## config.mk

```make
export PLATFORM = sky130hd
export DESIGN_NAME = uart_cmd_parser_flat
export DESIGN_NICKNAME = d
export VERILOG_FILES = /design/src/rtl/uart_cmd_pkg.sv /design/src/rtl/uart_cmd_parser_if.sv /design/src/rtl/uart_byte_timer.sv /design/src/rtl/uart_cmd_parser.sv /design/src/flat_wrapper.sv
export SDC_FILE = /design/constraint.sdc
export NUM_CORES = 1
export LEC_CHECK = 0
export CAP_MARGIN = 20
export CELL_PAD_IN_SITES_DETAIL_PLACEMENT = 1
export CELL_PAD_IN_SITES_GLOBAL_PLACEMENT = 1
export CORE_ASPECT_RATIO = 1.5
export CORE_UTILIZATION = 46
export CTS_BUF_LIST = sky130_fd_sc_hd__clkbuf_8 sky130_fd_sc_hd__clkbuf_16
export CTS_CLUSTER_DIAMETER = 120
export CTS_CLUSTER_SIZE = 8
export DETAILED_ROUTE_END_ITERATION = 8
export GPL_ROUTABILITY_DRIVEN = 0
export MAX_ROUTING_LAYER = met4
export PLACE_DENSITY = 0.87
export SLEW_MARGIN = 15
export SYNTH_ARGS = -nofsm -noshare
export SYNTH_HDL_FRONTEND = slang
export SYNTH_HIERARCHICAL = 1
export SYNTH_SLANG_ARGS = --single-unit
```

## constraint.sdc

```tcl
create_clock -name clk -period 3.1 [get_ports clk]
set_input_delay 0.31 -clock clk [delete_from_list [all_inputs] [get_ports clk]]
set_output_delay 0.31 -clock clk [all_outputs]
set_load 0.01 [all_outputs]
```

## src/rtl/uart_cmd_pkg.sv

```systemverilog
// Shared constants, state and error encodings for the UART command parser.
// Frame: AA CMD P0 P1 P2 [CHK]. CHK is present only with UART_CMD_CHECKSUM_EN.
package uart_cmd_pkg;

  localparam logic [7:0] HDR        = 8'hAA;
  localparam logic [7:0] CMD_FREQ   = 8'h01;
  localparam logic [7:0] CMD_METHOD = 8'h02;
  localparam logic [7:0] CMD_SWITCH = 8'h03;
  localparam logic [7:0] CMD_START  = 8'h04;

  typedef enum logic [1:0] {
    ERR_NONE    = 2'd0,
    ERR_BAD_CMD = 2'd1,
    ERR_BAD_CHK = 2'd2,
    ERR_TIMEOUT = 2'd3
  } err_e;

  typedef enum logic [2:0] {
    S_IDLE,
    S_CMD,
    S_P0,
    S_P1,
    S_P2,
    S_CHK,
    S_EXEC
  } state_e;

  function automatic logic bcd_ok(input logic [19:0] v);
    logic ok;
    ok = 1'b1;
    for (int i = 0; i < 5; i++)
      if (v[4*i +: 4] > 4'd9) ok = 1'b0;
    return ok;
  endfunction

endpackage

```

## src/rtl/uart_cmd_parser_if.sv

```systemverilog
// Byte stream from the UART RX core into the command parser.
// master = RX core side, slave = parser side.
interface uart_cmd_parser_if;

  logic [7:0] rx_data;
  logic       rx_valid;

  modport master (output rx_data, output rx_valid);
  modport slave  (input  rx_data, input  rx_valid);

endinterface

```

## src/rtl/uart_byte_timer.sv

```systemverilog
// Loadable down-counter for the inter-byte timeout.
// expire is high while enabled and the count has run out.
module uart_byte_timer #(
  parameter int unsigned LOAD = 99999
) (
  input  logic clk,
  input  logic rstn,
  input  logic clr,
  input  logic en,
  output logic expire
);

  localparam int W = (LOAD > 0) ? $clog2(LOAD + 1) : 1;

  logic [W-1:0] cnt;

  always_ff @(posedge clk or negedge rstn) begin
    if (!rstn)
      cnt <= W'(LOAD);
    else if (clr)
      cnt <= W'(LOAD);
    else if (en && cnt != '0)
      cnt <= cnt - 1'b1;
  end

  assign expire = en && (cnt == '0);

endmodule

```

## src/rtl/uart_cmd_parser.sv

```systemverilog
// Parses binary command frames from the UART RX byte stream into sender controls.
// Optional checksum byte enabled by UART_CMD_CHECKSUM_EN.
module uart_cmd_parser
  import uart_cmd_pkg::*;
#(
  parameter int          TIMEOUT_CYC = 100000,
  parameter logic [19:0] FREQ_RST    = 20'h00010,
  parameter logic [7:0]  METHOD_RST  = 8'h40
) (
  input  logic               clk,
  input  logic               rstn,
  uart_cmd_parser_if.slave   rx,
  output logic [7:0]         method,
  output logic [19:0]        freq,
  output logic               switch,
  output logic               start_send,
  output logic               cmd_ok,
  output logic               cmd_err,
  output logic [1:0]         err_code
);

  state_e      state_q, state_d;
  logic [7:0]  cmd_q, p0_q, p1_q, p2_q;
  logic        busy, tmo, byte_in;
  logic        chk_bad;
  logic [19:0] freq_new;
  logic        ok_d, err_d, set_f, set_m, set_s, go;
  err_e        code_d;

  assign busy    = !(state_q == S_IDLE || state_q == S_EXEC);
  assign byte_in = rx.rx_valid && !tmo;

  uart_byte_timer #(
    .LOAD (TIMEOUT_CYC - 1)
  ) u_timer (
    .clk    (clk),
    .rstn   (rstn),
    .clr    (rx.rx_valid),
    .en     (busy),
    .expire (tmo)
  );

  always_ff @(posedge clk or negedge rstn) begin
    if (!rstn) state_q <= S_IDLE;
    else       state_q <= state_d;
  end

  always_comb begin
    state_d = state_q;
    unique case (state_q)
      S_IDLE: if (byte_in && rx.rx_data == HDR) state_d = S_CMD;
      S_CMD:  if (byte_in) state_d = S_P0;
      S_P0:   if (byte_in) state_d = S_P1;
      S_P1:   if (byte_in) state_d = S_P2;
`ifdef UART_CMD_CHECKSUM_EN
      S_P2:   if (byte_in) state_d = S_CHK;
`else
      S_P2:   if (byte_in) state_d = S_EXEC;
`endif
      S_CHK:  if (byte_in) state_d = S_EXEC;
      // a header landing in EXEC starts the next frame
      S_EXEC: state_d = (rx.rx_valid && rx.rx_data == HDR) ? S_CMD : S_IDLE;
      default: state_d = S_IDLE;
    endcase
    if (tmo) state_d = S_IDLE;
  end

  always_ff @(posedge clk or negedge rstn) begin
    if (!rstn) begin
      cmd_q <= '0;
      p0_q  <= '0;
      p1_q  <= '0;
      p2_q  <= '0;
    end else if (byte_in) begin
      case (state_q)
        S_CMD:   cmd_q <= rx.rx_data;
        S_P0:    p0_q  <= rx.rx_data;
        S_P1:    p1_q  <= rx.rx_data;
        S_P2:    p2_q  <= rx.rx_data;
        default: ;
      endcase
    end
  end

`ifdef UART_CMD_CHECKSUM_EN
  logic [7:0] chk_q;

  always_ff @(posedge clk or negedge rstn) begin
    if (!rstn)
      chk_q <= '0;
    else if (byte_in && state_q == S_CHK)
      chk_q <= rx.rx_data;
  end

  assign chk_bad = chk_q != (cmd_q + p0_q + p1_q + p2_q);
`else
  assign chk_bad = 1'b0;
`endif

  assign freq_new = {p2_q[3:0], p1_q, p0_q};

  always_comb begin
    ok_d   = 1'b0;
    err_d  = 1'b0;
    code_d = ERR_NONE;
    set_f  = 1'b0;
    set_m  = 1'b0;
    set_s  = 1'b0;
    go     = 1'b0;
    if (state_q == S_EXEC) begin
      if (chk_bad) begin
        err_d  = 1'b1;
        code_d = ERR_BAD_CHK;
      end else begin
        unique case (1'b1)
          cmd_q == CMD_FREQ: begin
            if (bcd_ok(freq_new) && p2_q[7:4] == 4'd0) begin
              ok_d  = 1'b1;
              set_f = 1'b1;
            end else begin
              err_d  = 1'b1;
              code_d = ERR_BAD_CMD;
            end
          end
          cmd_q == CMD_METHOD: begin
            ok_d  = 1'b1;
            set_m = 1'b1;
          end
          cmd_q == CMD_SWITCH: begin
            ok_d  = 1'b1;
            set_s = 1'b1;
          end
          cmd_q == CMD_START: begin
            ok_d = 1'b1;
            go   = 1'b1;
          end
          default: begin
            err_d  = 1'b1;
            code_d = ERR_BAD_CMD;
          end
        endcase
      end
    end
  end

  always_ff @(posedge clk or negedge rstn) begin
    if (!rstn) begin
      method     <= METHOD_RST;
      freq       <= FREQ_RST;
      switch     <= 1'b0;
      start_send <= 1'b0;
      cmd_ok     <= 1'b0;
      cmd_err    <= 1'b0;
      err_code   <= ERR_NONE;
    end else begin
      cmd_ok     <= ok_d;
      cmd_err    <= err_d | tmo;
      start_send <= go;
      if (set_f) freq   <= freq_new;
      if (set_m) method <= p0_q;
      if (set_s) switch <= p0_q[0];
      if (tmo)        err_code <= ERR_TIMEOUT;
      else if (err_d) err_code <= code_d;
    end
  end

endmodule

```

## src/flat_wrapper.sv

```systemverilog
// flat-port wrapper written by rule: the top's interface ports become plain ports
module uart_cmd_parser_flat import uart_cmd_pkg::*;
#(
  parameter int          TIMEOUT_CYC = 100000,
  parameter logic [19:0] FREQ_RST    = 20'h00010,
  parameter logic [7:0]  METHOD_RST  = 8'h40
)
  (clk, rstn, method, freq, switch, start_send, cmd_ok, cmd_err, err_code, rx_rx_data, rx_rx_valid);
  uart_cmd_parser_if rx_i ();
  input  logic clk;
  input  logic rstn;
  output logic [7:0] method;
  output logic [19:0] freq;
  output logic switch;
  output logic start_send;
  output logic cmd_ok;
  output logic cmd_err;
  output logic [1:0] err_code;
  input wire logic [$bits(rx_i.rx_data)-1:0] rx_rx_data;
  input wire logic [$bits(rx_i.rx_valid)-1:0] rx_rx_valid;
  assign rx_i.rx_data = rx_rx_data;
  assign rx_i.rx_valid = rx_rx_valid;
  uart_cmd_parser #(.TIMEOUT_CYC(TIMEOUT_CYC), .FREQ_RST(FREQ_RST), .METHOD_RST(METHOD_RST)) u_core (.clk(clk), .rstn(rstn), .rx(rx_i), .method(method), .freq(freq), .switch(switch), .start_send(start_send), .cmd_ok(cmd_ok), .cmd_err(cmd_err), .err_code(err_code));
endmodule
```

==> flow_metrics.env, run 1 <==
export IMPL_routed_wire_length_per_instance_um=21.0
export IMPL_finalSetupViolCount=0
export IMPL_finalHoldViolations=0
export IMPL_share_of_the_synthesized_area_in_compound_gates_ao_oa_aoi_oai_pct=6.30
export IMPL_number_of_max_cap_violations=0
export IMPL_maxSlewHeadroom_pct=49.5
export IMPL_cpMostUsedCell="sky130_fd_sc_hd__nand2b_1"
export IMPL_tightestPinTransition_ns=0.758
export IMPL_totalNegativeSetupSlack_ns=0
export IMPL_cell_area_after_synthesis_um2=3910
export IMPL_final_cells=453
export IMPL_cts_reportedPaths_clkPinSlew_ns=0.06
export IMPL_critical_path_max_fanout=10
export IMPL_drtAntennaViolNets=0
export IMPL_dominant_combinational_cell_family_by_area_after_synthesis="multiplexers"
export IMPL_period_share_pct=92.4
export IMPL_h_tree_depth=3
export IMPL_detail_route_wirelength_mm=9.50
export IMPL_powerDensity_nw_per_um2=745
export IMPL_fp_coreArea_um2=8110
export IMPL_fraction_of_registers_with_async_set_or_reset_after_synthesis_pct=100
export IMPL_leading_cell_types_by_count_after_synthesis="sky130_fd_sc_hd__dfrtp_1, sky130_fd_sc_hd__mux2_2, sky130_fd_sc_hd__nor2_1"
export IMPL_timing_final_ws_setup_ns=0.237
export IMPL_numClockSinks=86
export IMPL_clock_skew_ns=0.00880
export IMPL_rsz0062_at_grt="no"
export IMPL_layout_area_seq_um2=2170
export IMPL_antenna_cells_inserted=0
export IMPL_yosys_area_share_simple_pct=15.0
export IMPL_grt_start_max_net_pins=87
export IMPL_timing_critical_path_slowest_cell_delay_ns=0.60
export IMPL_yosys_cell_types_count=53
export IMPL_rows=40
export IMPL_layout_drive_gt1_share_pct=31.6
export IMPL_ratio_of_routed_vias_to_standard_cells=5.63
export IMPL_synth_top_cell_by_area="sky130_fd_sc_hd__dfrtp_1"
export IMPL_yosysTopAreaCellShare_pct=47.3
export IMPL_boundaryPins=45
export IMPL_cp_required_ns=3.32
export IMPL_synth_edf_count=0
export IMPL_global_route_overflow_total=0
export IMPL_drtIter0Drc=86
export IMPL_die_w_um=77.3
export IMPL_numPlacedInstances=437
export IMPL_post_synth_fa_ha_maj_area_fraction_pct=0.320
export IMPL_initial_utilization_pct=48.3
export IMPL_netlist_top_cells_area="sky130_fd_sc_hd__dfrtp_1, sky130_fd_sc_hd__mux2_2, sky130_fd_sc_hd__dfstp_2"
export IMPL_ctsLongestPathBuffers=2
export IMPL_multi_input_gate_area_in_the_final_layout_um2=1660
export IMPL_synth_most_common_cell="sky130_fd_sc_hd__dfrtp_1"
export IMPL_synth_xor_area_share_pct=0.895
export IMPL_syn_avg_cell_area_um2=13.4
export IMPL_critical_path_type="flip-flop to flip-flop"
export IMPL_postLayoutCellArea_um2=4760
export IMPL_timing_hold_worst_class="input pin to asynchronous set/reset pin"
export IMPL_cts_setup_buffers=0
export IMPL_routed_via_count=2549
export IMPL_yosys_register_bits=86
export IMPL_synthToLayoutAreaGrowth_pct=21.7
export IMPL_crit_family="simple AND/OR/NAND/NOR gates"
export IMPL_port_buffers=44
export IMPL_route_detailed_drc=0
export IMPL_leakage_uw=0.00202
export IMPL_clock_insertion_delay_worst_skew_ns=0.34
export IMPL_clock_root_buffer="sky130_fd_sc_hd__clkbuf_16"
export IMPL_totalPowerFinal_uw=3550
export IMPL_grt_pass1_wl_mm=15.4
export IMPL_mappedNetlistNets=304
export IMPL_finalWorstPathRequiredPeriod_ns=2.86
export IMPL_critical_path_endpoint_type="flip-flop"
export IMPL_antenna_found_initial=0
export IMPL_peakVddDrop_mv=0.346
export IMPL_ys_dominant_reg_cell="sky130_fd_sc_hd__dfrtp_1"
export IMPL_nNetsFinal=355
export IMPL_critPathLaunchType="flip-flop"
export IMPL_max_slew_vio_count=0
export IMPL_arrival_ns=3.08
export IMPL_placed_area_um2=4450
export IMPL_tritoncts="done"
export IMPL_place_ws_ns=0.336
export IMPL_critPathSlowestCell="sky130_fd_sc_hd__nor4b_4"
export IMPL_grt_usage_pct=24.2
export IMPL_detailedPlacementHpwl_mm=6.54
export IMPL_postSynthCellCount=292
export IMPL_floorplan_die_area_um2=8890
export IMPL_yosys_warnings=6
export IMPL_detail_route_first_pass_iterations=4
export IMPL_die_height_um=115
export IMPL_nFillCells=810
export IMPL_first_global_vias=2791
export IMPL_crit_chain="nand2b_1 > nand3b_1 > nand3_1 > nor2b_1 > nand2b_1 > nor4b_4 > mux2_2"
export IMPL_max_clock_freq_mhz=349
export IMPL_cts_buffer_count=9
export IMPL_critical_path_buf_inv_count=0
export IMPL_run_status="finished clean"
export IMPL_synth_area_mux_share_pct=20.0
export IMPL_cts_repair_resized=0
export IMPL_synth_yosys_seq_area_share_pct=55.4
export IMPL_postCtsHoldBufs=0
==> logic make-up (layout without fill, tap and decap cells) <==
logic type / Yosys count / after routing
compound gates: 39 / 39
fa+ha+maj: 1 / 1
simple gates: 85 / 85
mux: 63 / 63
xor+xnor: 4 / 4
buf+inv: 14 / 70
flops: 86 / 86
==> metrics by stage <==
stage	hold WS [ns]	utilization (%)
3_5_place_dp	0.466	54.9
6_report	0.0196	58.8
3_3_place_gp	0.465	54.9
2_1_floorplan	0.0144	-
5_1_grt	0.0688	58.8
4_1_cts	0.190	58.7
==> path summary, 6_finish.rpt <==
| path | slack, ns | to | from | depth (start not counted) |
|---|---|---|---|---|
| max | 0.24 | u_core/p0_q[3] | u_core/state_q[1] | 7 |
| min | 0.02 | u_core/freq[8] | rstn | 1 |
| max reg2reg | 0.24 | u_core/p0_q[3] | u_core/state_q[1] | 7 |
| min reg2reg | 0.49 | u_core/err_code[0] | u_core/err_code[0] | 1 |
| max in group asynchronous | 2.57 | u_core/cmd_err | rstn | 1 |
| min in group clk | 0.49 | u_core/err_code[0] | u_core/err_code[0] | 1 |
==> power by group <==
group / internal, µW / leakage (µW) / switching [µW]
Clock: 651 / 0.000149 / 447
Sequential: 1400 / 0.00109 / 288
Combinational: 397 / 0.000784 / 364
Total: 2450 / 0.00202 / 1100
==> state kept, by name (all words and copies together) (netlist names) <==
name,cells
u_core/cmd_err,1
u_core/p0_q,8
u_core/start_send,1
u_core/state_q,3
u_core/cmd_q,8
u_core/err_code,2
u_core/switch,1
u_core/method,8
u_core/freq,20
u_core/p1_q,8
u_core/u_timer/cnt,17
u_core/p2_q,8
u_core/cmd_ok,1
==> metal layers <==
| layer | vias to the layer above | global-route usage, % | share of wire [%] |
|---|---|---|---|
| met5 | - | - | 0 |
| met4 | 0 | 9.31 | 2.4 |
| met3 | 14 | 4.84 | 2.4 |
| met2 | 54 | 45.8 | 58 |
| met1 | 1322 | 23.9 | 37 |
| li1 | 1159 | - | - |
==> cells in the final DEF, fill, tap and decap left out, drive strengths merged, types with 2 or more instances in the layout <==
master         instances
mux2i                  2
nor2                  22
xnor2                  4
or4                    2
a21oi                 14
nor3                   8
nand2                 10
a31oi                  2
and3                   2
clkdlybuf4s50         43
mux2                  61
clkbuf                10
dfrtp                 74
o21bai                 2
nand3b                 2
clkinv                 2
nor4b                  6
nor4                   2
nand4b                 2
buf                    5
o21ai                  9
dfstp                 12
a211oi                 3
nand3                  6
inv                    8
nand2b                 9
nor2b                  4
==> final cells by class <==
class | count | area share [%]
clock buffer | 10 | 5.02
clock inverter | 6 | 1.44
inverter | 6 | 0.473
multi-input combinational | 192 | 34.9
sequential | 86 | 45.5
tap | 105 | 2.76
timing repair buffer | 48 | 9.90
Note: power is estimated with default switching activity, not from simulation.
==> inputs of run 2 (changes only) <==
Settings changed: ABC_AREA from default to 1, CORE_UTILIZATION 46 to 42, PLACE_DENSITY 0.87 to 0.86, SETUP_SLACK_MARGIN from default to 0.05.
==> flow_metrics.env, run 2 <==
export IMPL_clock_skew_ns=0.00938
export IMPL_cpMostUsedCell="sky130_fd_sc_hd__nor2_4"
export IMPL_nNetsFinal=557
export IMPL_largest_registers="u_core/freq: 20 flops, u_core/u_timer/cnt: 17 flops"
export IMPL_layout_drive_gt1_share_pct=15.3
export IMPL_antenna_found_initial=0
export IMPL_power_share_sequential_pct=44.0
export IMPL_global_route_overflow_total=0
export IMPL_boundaryPins=45
export IMPL_route_detailed_drc=10
export IMPL_leading_cell_types_by_count_after_synthesis="sky130_fd_sc_hd__nand2_1, sky130_fd_sc_hd__dfrtp_1, sky130_fd_sc_hd__inv_1"
export IMPL_grt_pass1_wl_mm=18.2
export IMPL_max_clock_freq_mhz=407
export IMPL_fp_coreArea_um2=9740
export IMPL_synth_edf_count=0
export IMPL_netSwitchingPower_uw=1420
export IMPL_numClockSinks=86
export IMPL_powerDensity_nw_per_um2=772
export IMPL_die_w_um=83.8
export IMPL_most_common_layout_cells="sky130_fd_sc_hd__nand2_1, sky130_fd_sc_hd__dfrtp_1, sky130_fd_sc_hd__inv_1, sky130_fd_sc_hd__clkdlybuf4s50_1, sky130_fd_sc_hd__nor2_1"
export IMPL_clock_insertion_delay_worst_skew_ns=0.34
export IMPL_critPathSlowestCell="sky130_fd_sc_hd__dfstp_2"
export IMPL_cts_buffer_count=9
export IMPL_run_status="finished with violations"
export IMPL_yosysTopAreaCellShare_pct=43.9
export IMPL_syn_avg_cell_area_um2=8.38
export IMPL_die_height_um=125
export IMPL_floorplan_die_area_um2=10500
export IMPL_period_share_pct=79.3
export IMPL_largest_register_ffs=20
export IMPL_totalNegativeSetupSlack_ns=0
export IMPL_yosys_cell_types_count=33
export IMPL_finalWorstPathRequiredPeriod_ns=2.46
export IMPL_yosys_warnings=6
export IMPL_netlist_top_cells_area="sky130_fd_sc_hd__dfrtp_1, sky130_fd_sc_hd__nand2_1, sky130_fd_sc_hd__dfstp_2"
export IMPL_synthToLayoutAreaGrowth_pct=18.2
export IMPL_synth_yosys_seq_area_share_pct=51.4
export IMPL_cp_required_ns=3.34
export IMPL_routed_wire_length_per_instance_um=16.0
export IMPL_cts_repair_resized=0
export IMPL_critical_path_endpoint_type="flip-flop"
export IMPL_tightestPinTransition_ns=0.801
export IMPL_antenna_cells_inserted=0
export IMPL_fin_util_pct=51.1
export IMPL_cts_reportedPaths_clkPinSlew_ns=0.06
export IMPL_detailedPlacementHpwl_mm=7.64
export IMPL_drtIter0Drc=194
export IMPL_crit_chain="inv_1 > ha_1 > nand2_4 > nor2_4 > and3_1 > and2_1 > nor2_4 > nand4_1 > o21ai_0"
export IMPL_leakage_uw=0.00243
export IMPL_layout_cells_most_common="sky130_fd_sc_hd__nand2_1"
export IMPL_internal_power_uw=2420
export IMPL_comb_power_share_pct=28.4
export IMPL_cell_area_after_synthesis_um2=4220
export IMPL_clock_root_buffer="sky130_fd_sc_hd__clkbuf_16"
export IMPL_routed_via_count=3446
export IMPL_layout_area_seq_um2=2170
export IMPL_violated_checks="DRC"
export IMPL_synth_top_cell_by_area="sky130_fd_sc_hd__dfrtp_1"
export IMPL_nFillCells=1172
export IMPL_postCtsHoldBufs=0
export IMPL_maxSlewHeadroom_pct=46.6
export IMPL_timing_hold_worst_class="input pin to asynchronous set/reset pin"
export IMPL_clockPowerShare_pct=27.7
export IMPL_h_tree_depth=3
export IMPL_mappedNetlistNets=515
export IMPL_grt_usage_pct=22.8
export IMPL_most_flops_register="u_core/freq"
export IMPL_drtAntennaViolNets=0
export IMPL_tritoncts="done"
export IMPL_ys_dominant_reg_cell="sky130_fd_sc_hd__dfrtp_1"
export IMPL_critical_path_max_fanout=16
export IMPL_synth_most_common_cell="sky130_fd_sc_hd__nand2_1"
export IMPL_initial_utilization_pct=43.3
export IMPL_max_slew_vio_count=0
export IMPL_grt_start_max_net_pins=87
export IMPL_finalSetupViolCount=0
export IMPL_first_global_vias=3762
export IMPL_timing_critical_path_slowest_cell_delay_ns=0.54
export IMPL_postSynthCellCount=503
export IMPL_yosys_register_bits=86
export IMPL_ratio_of_routed_vias_to_standard_cells=5.18
export IMPL_ctsLongestPathBuffers=2
export IMPL_port_buffers=44
export IMPL_peakVddDrop_mv=0.352
export IMPL_switching_share_pct=37.0
export IMPL_number_of_max_cap_violations=0
export IMPL_finalHoldViolations=0
export IMPL_cts_setup_buffers=0
export IMPL_detail_route_wirelength_mm=10.6
export IMPL_rows=44
export IMPL_multi_input_gate_area_in_the_final_layout_um2=1710
export IMPL_fraction_of_registers_with_async_set_or_reset_after_synthesis_pct=100
export IMPL_critPathLaunchType="flip-flop"
export IMPL_detail_route_first_pass_iterations=8
export IMPL_critical_path_type="flip-flop to flip-flop"
export IMPL_arrival_ns=2.70
export IMPL_rsz0062_at_grt="no"
==> run 2: through the flow <==
step | hold WS (ns) | total power [µW] | area (µm²) | setup WS, ns | instances
detailed placement | 0.473 | 2790 | 4690 | 0.644 | 649
global route | 0.0882 | 4110 | 4980 | 0.363 | 665
global placement | 0.459 | 2700 | 4690 | 0.820 | 649
finish | 0.00205 | 3850 | 4980 | 0.641 | 665
floorplan | 0.0144 | 2470 | 4220 | 1.01 | 503
CTS | 0.218 | 3890 | 4980 | 0.626 | 665
==> run 2: cell families after synthesis <==
group / synth area share, %
AO/OA/AOI/OAI: 10.5
flip-flops: 51.4
AND/OR/NAND/NOR: 29.1
adder cells (fa/ha/maj): 0.297
buffers and inverters: 8.07
XOR/XNOR: 0.623
==> run 2: cell type report <==
cell class / count / area share, %
Tap cell: 115 / 2.89
Timing Repair Buffer: 44 / 8.86
Multi-Input combinational cell: 344 / 34.3
Sequential cell: 86 / 43.5
Clock inverter: 6 / 1.10
Inverter: 60 / 4.57
Clock buffer: 10 / 4.80
==> run 2: final timing paths <==
| kind | from | end | slack, ns | cells past startpoint |
|---|---|---|---|---|
| max | u_core/u_timer/cnt[0] | u_core/cmd_q[0] | 0.64 | 9 |
| min reg2reg | u_core/freq[4] | u_core/freq[4] | 0.48 | 2 |
| max in group asynchronous | rstn | u_core/freq[0] | 2.51 | 1 |
| max reg2reg | u_core/u_timer/cnt[0] | u_core/cmd_q[0] | 0.64 | 9 |
| min | rstn | u_core/method[4] | 0.002 | 1 |
| min in group clk | u_core/freq[4] | u_core/freq[4] | 0.48 | 2 |
==> run 2: power groups by stage <==
stage	sequential [µW]	combinational, µW	clock [µW]
2_1_floorplan	1630	842	0
3_3_place_gp	1680	1010	0
3_5_place_dp	1700	1090	0
4_1_cts	1690	1110	1090
5_1_grt	1730	1250	1130
6_report	1690	1090	1060
==> run 2: per-layer routing <==
| layer | up-vias | GRT usage (%) | routed length (µm) |
|---|---|---|---|
| li1 | 1671 | - | - |
| met1 | 1705 | 23.3 | 3990 |
| met3 | 17 | 3.31 | 220 |
| met5 | - | - | 0 |
| met4 | 0 | 9.53 | 269 |
| met2 | 53 | 42.9 | 6140 |
==> run 2: critical path, delay by kind of cell, from the launching register on <==
kind | cells | cell delay, ns
and+or+nand+nor | 6 | 1.09
DFF | 1 | 0.54
buffers and inverters | 1 | 0.08
AOI/OAI and AO/OA | 1 | 0.35
adders and majority gates | 1 | 0.29
